$ cat src/rtl/register_file.sv
// ---------------------------------------------------------------------------
// register_file
//
// Architectural register file for the single-cycle RISC-V datapath.
// 32 architectural registers of N bits; x0 is hardwired to zero and has no
// storage. One synchronous write port, two independent combinational read
// ports.
//
// Parameters:
//   N          register width in bits (default 32)
//
// Ports:
//   clk        single clock, all state updates on the rising edge
//   rst        synchronous active-high reset, clears x1..x31
//   wr_ena     write enable
//   wr_addr    destination register index (rd)
//   wr_data    value to write
//   rd_addr0   read port 0 index (rs1)
//   rd_data0   read port 0 data
//   rd_addr1   read port 1 index (rs2)
//   rd_data1   read port 1 data
//
// Build option:
//   REGFILE_BYPASS_EN  when defined, a write in flight is forwarded to any
//                      read port addressing the same (non-zero) register in
//                      the same cycle. Suppressed while rst is high. Storage
//                      and write behaviour are identical in both builds.
// ---------------------------------------------------------------------------
module register_file #(
    parameter int N = 32
) (
    input  logic         clk,
    input  logic         rst,
    input  logic         wr_ena,
    input  logic [4:0]   wr_addr,
    input  logic [N-1:0] wr_data,
    input  logic [4:0]   rd_addr0,
    output logic [N-1:0] rd_data0,
    input  logic [4:0]   rd_addr1,
    output logic [N-1:0] rd_data1
);

    // -----------------------------------------------------------------------
    // Write decode: 5-to-32 one-hot gated by wr_ena. Bit 0 is forced low so
    // a write to x0 never reaches any storage.
    // -----------------------------------------------------------------------
    logic [31:0] wr_sel;

    always_comb begin
        // NOTE: every combinational output gets a default first; without it
        // the paths that do not assign it would infer a latch.
        wr_sel = '0;
        if (wr_ena) begin
            wr_sel[wr_addr] = 1'b1;
        end
        wr_sel[0] = 1'b0;
    end

    // -----------------------------------------------------------------------
    // Storage for x1..x31 only.
    // -----------------------------------------------------------------------
    logic [N-1:0] regs [1:31];

    always_ff @(posedge clk) begin
        // NOTE: this array is reset on purpose: reads must be defined right
        // after the first reset edge, so it cannot map to a reset-less RAM.
        if (rst) begin
            for (int i = 1; i < 32; i++) begin
                // NOTE: sequential state uses non-blocking assignment so all
                // registers update together from pre-edge values.
                regs[i] <= '0;
            end
        end else begin
            for (int i = 1; i < 32; i++) begin
                if (wr_sel[i]) begin
                    regs[i] <= wr_data;
                end
            end
        end
    end

    // -----------------------------------------------------------------------
    // Flat 32-entry read view with a constant zero in slot 0, so both read
    // ports are plain 32:1 selects indexed directly by the 5-bit address.
    // -----------------------------------------------------------------------
    logic [N-1:0] view [32];

    assign view[0] = '0;

    for (genvar g = 1; g < 32; g++) begin : g_view
        assign view[g] = regs[g];
    end

`ifdef REGFILE_BYPASS_EN
    // A write qualifies for forwarding only when it will really land in
    // storage at the next edge: enabled, not x0, and not killed by reset.
    logic fwd_ok;
    assign fwd_ok = wr_ena && !rst && (wr_addr != 5'd0);
`endif

    // -----------------------------------------------------------------------
    // Read port 0
    // -----------------------------------------------------------------------
    always_comb begin
        rd_data0 = view[rd_addr0];
`ifdef REGFILE_BYPASS_EN
        if (fwd_ok && (rd_addr0 == wr_addr)) begin
            rd_data0 = wr_data;
        end
`endif
    end

    // -----------------------------------------------------------------------
    // Read port 1
    // -----------------------------------------------------------------------
    always_comb begin
        rd_data1 = view[rd_addr1];
`ifdef REGFILE_BYPASS_EN
        if (fwd_ok && (rd_addr1 == wr_addr)) begin
            rd_data1 = wr_data;
        end
`endif
    end

endmodule

$ cat config.mk
export PLATFORM = sky130hd
export DESIGN_NAME = register_file
export DESIGN_NICKNAME = d
export VERILOG_FILES = /design/src/rtl/register_file.sv
export SDC_FILE = /design/constraint.sdc
export NUM_CORES = 2
export LEC_CHECK = 0
export CAP_MARGIN = 40
export CORE_UTILIZATION = 60
export DETAILED_ROUTE_END_ITERATION = 10
export PLACE_DENSITY = 0.77
export REMOVE_ABC_BUFFERS = 1
export SLEW_MARGIN = 5
export SYNTH_ARGS = -nofsm -noshare
export SYNTH_HDL_FRONTEND = slang
export SYNTH_SLANG_ARGS = --single-unit
$ cat constraint.sdc
create_clock -name clk -period 4.11 [get_ports clk]
set_input_delay 0.822 -clock clk [delete_from_list [all_inputs] [get_ports clk]]
set_output_delay 0.822 -clock clk [all_outputs]
set_load 0.02 [all_outputs]
==> results.py <==
metrics = {
    "run_status": {
        "outcome": "complete, but fails checks",
        "violations": "setup timing",
    },
    "setup_path": {
        "crit_path_max_incr_delay_ps": 720,
        "end_kind": "output pin",
        "cp.arrival_ps": 3290,
        "worstPathRequired_ps": 3290,
        "path_common_cell": "buf_4",
        "cp_slowest_cell": "clkdlybuf4s50_1",
        "cp_max_fo": 24,
        "critPathLaunchType": "input pin",
        "critical_path_class": "in2out",
        "crit_chain": "clkbuf_8 > buf_4 > nand2_1 > buf_4 > o22ai_1 > a211oi_1 > o31ai_1 > clkdlybuf4s50_1",
    },
    "synthesis": {
        "synth.yosys.seq_area_share_pct": 55.83,
        "netlist_area_mm2": 0.05335,
        "synth_simple_gate_area_share_pct": 13.41,
        "synthAdderAreaFrac_pct": 0,
        "synthXorXnorAreaFrac_pct": 0,
        "synth_top_area_cell": "edfxtp_1",
        "yosys.area.top_type_share_pct": 55.83,
        "yosysWarningCount": 0,
        "syn_inst": 3674,
        "synth_cell_types": 27,
        "synthTopCellsByArea": "edfxtp_1 (56%), mux4_2 (16%), and2_1 (12%)",
        "yosys-mux-area-fraction_pct": 20.56,
        "syn_avg_cell_area_um2": 14.52,
        "synth_seq_cells": 992,
        "synth_top_family_by_area": "multiplexers",
        "synth-compound-area-share_pct": 6.740,
    },
    "clocking": {
        "postCtsSetupBuffers": 0,
        "cts-root-buf": "clkbuf_16",
        "post_cts_resized": 12,
        "cts.sinks": 992,
        "cts_max_level": 3,
        "holdBufCountCts": 0,
        "cts_buffer_depth": 3,
        "numCtsBuffers": 101,
        "clkSlewWorstSetupHoldPaths_ps": 60,
        "cts_tree": "yes",
    },
    "pwr": {
        "pwr-share-comb_pct": 14.2,
        "vdd.ir_drop.worst_mv": 0.5349,
        "p_sw_share_pct": 25.21,
        "powerDensity_mw_per_mm2": 400.1,
        "leakagePower_uw": 0.02205,
        "p_switching_uw": 6201,
        "p_clk_share_pct": 36.9,
        "seq_power_share_pct": 48.9,
        "power.internal_uw": 18390,
    },
    "timing": {
        "finalCritPeriodShare_pct": 100.1,
        "final_hold_viol_count": 0,
        "fin_ws_ps": -5.938,
        "whs_ps": 912.6,
        "worst_slew_pin_slew_ps": 1031,
        "slew_viol_final": 0,
        "maxSlewHeadroom_pct": 31.07,
        "clock.fmax_mhz": 243.0,
        "setup_viol": 1,
        "final.setup.tns_ps": -5.938,
        "rsz0062_at_grt": "false",
        "fin_crit_ps": 4116,
    },
    "final_layout": {
        "layout-drive-gt1-share_pct": 26.46,
        "area_growth_pct": 15.23,
        "top_regs": "regs (992)",
        "final_util_pct": 69.68,
        "largest_register": "regs",
        "largest_reg_flops": 992,
        "nets": 3850,
    },
    "place": {
        "post-dp-hpwl_mm": 105.4,
        "finalWeightedCongestion": 0.9114,
        "port_buffers": 113,
    },
    "drt": {
        "vias": 37010,
        "wirelength_mm": 178.9,
        "drcViolationCount": 0,
        "dr.pass1.iters": 6,
        "routedWlPerCell_um": 35.42,
        "routed_via_density": 7.328,
        "first_iter_violations": 5912,
        "ant_nets": 0,
    },
    "global_route": {
        "grt_pass1_vias": 37920,
        "antenna_found_initial": 13,
        "gr-total-overflow": 0,
        "grt_max_degree": 65,
        "grt_pass1_wl_mm": 256.1,
        "grt_use_total_pct": 39.89,
    },
    "worst_hold_path": {
        "min_from": "wr_data[20]",
        "hold_class": "in2reg",
        "whs_path_depth": 2,
        "worstHoldEndpoint": "regs[0][724]$_SDFFCE_PN0P_",
    },
    "die": {
        "die_y_um": 300.2,
        "initial_core_util_pct": 60.47,
        "dieArea_mm2": 0.09012,
        "ios": 114,
        "core_mm2": 0.08824,
        "die_w_um": 300.2,
        "row_count": 109,
    },
    "run": {
        "cap_violations": 0,
    },
}
cells by family (layout without fill, tap and decap cells):
| kind of cell | Yosys count | in the layout |
|---|---|---|
| other | 0 | 4 |
| buffers and inverters | 410 | 618 |
| multiplexers | 608 | 608 |
| AO/OA/AOI/OAI | 479 | 479 |
| flip-flops | 992 | 992 |
| AND/OR/NAND/NOR | 1185 | 1185 |
critical path, delay by kind of cell:
kind | cells | cell delay (ps)
buf+inv | 4 | 1500
simple gates | 1 | 90
compound gates | 3 | 820
cell usage after synthesis, drive strengths merged:
cell type,instances
mux2,64
o21ai,64
o22ai,64
and2,1026
a22o,192
clkbuf,301
buf,107
o21bai,31
nor2,35
or3b,2
or3,1
inv,2
nand2,71
nand3,3
nand3b,5
mux4,384
o31ai,64
nand2b,2
nor2b,8
edfxtp,992
mux2i,160
a211oi,64
and3,32
through the flow:
step / instance area (µm²) / cells / setup slack, ps / total power (µW)
CTS: 61350 / 5045 / -0.0006661 / 24470
finish: 61480 / 5051 / -5.938 / 24600
global placement: 57810 / 4840 / -73.95 / 15410
detailed placement: 58130 / 4860 / -81.67 / 15570
global route: 61480 / 5050 / 3.561 / 25080
floorplan: 51520 / 3266 / 431.2 / 13700
layout make-up:
cell class	count	area [µm²]
timing repair buffer	431	4728
fill	5619	26760
multi-input combinational	2272	22310
antenna	4	10.01
sequential	992	29790
clock buffer	120	2641
clock inverter	65	536.8
inverter	2	7.507
tap	1165	1458
cells in the final DEF (no fill, tap or decap), drive strengths merged, types with 32 or more instances in the layout:
cell type	instances
and2	1026
edfxtp	992
mux4	384
buf	337
a22o	192
mux2i	160
clkbuf	121
clkdlybuf4s50	76
nand2	71
mux2	64
o22ai	64
a211oi	64
o31ai	64
o21ai	64
clkinv	52
nor2	35
and3	32
how the worst max path moves through the flow:
stage / cells after the start / start / to
5_1_grt: 8 / rd_addr0[0] / rd_data0[28]
4_1_cts: 8 / rd_addr1[2] / rd_data1[25]
3_3_place_gp: 7 / rd_addr0[0] / rd_data0[22]
2_1_floorplan: 4 / rd_addr0[1] / rd_data0[0]
3_5_place_dp: 8 / rd_addr0[0] / rd_data0[26]
6_report: 8 / rd_addr1[2] / rd_data1[22]
routing by layer:
layer | vias to the layer above | global-route usage [%] | wire, µm
li1 | 14340 | - | -
met1 | 18450 | 50.92 | 59870
met2 | 3417 | 59.59 | 80110
met3 | 798 | 11.94 | 25450
met4 | 8 | 26.31 | 13420
met5 | - | 0 | 49
power by group through the flow:
stage / Combinational (µW) / Sequential (µW) / Clock (µW)
floorplan: 1610 / 12100 / 0
global placement: 3270 / 12100 / 0
detailed placement: 3360 / 12200 / 0
CTS: 3380 / 12000 / 9080
global route: 3560 / 12100 / 9440
finish: 3480 / 12000 / 9080
Power figures use the tool's default switching activity.
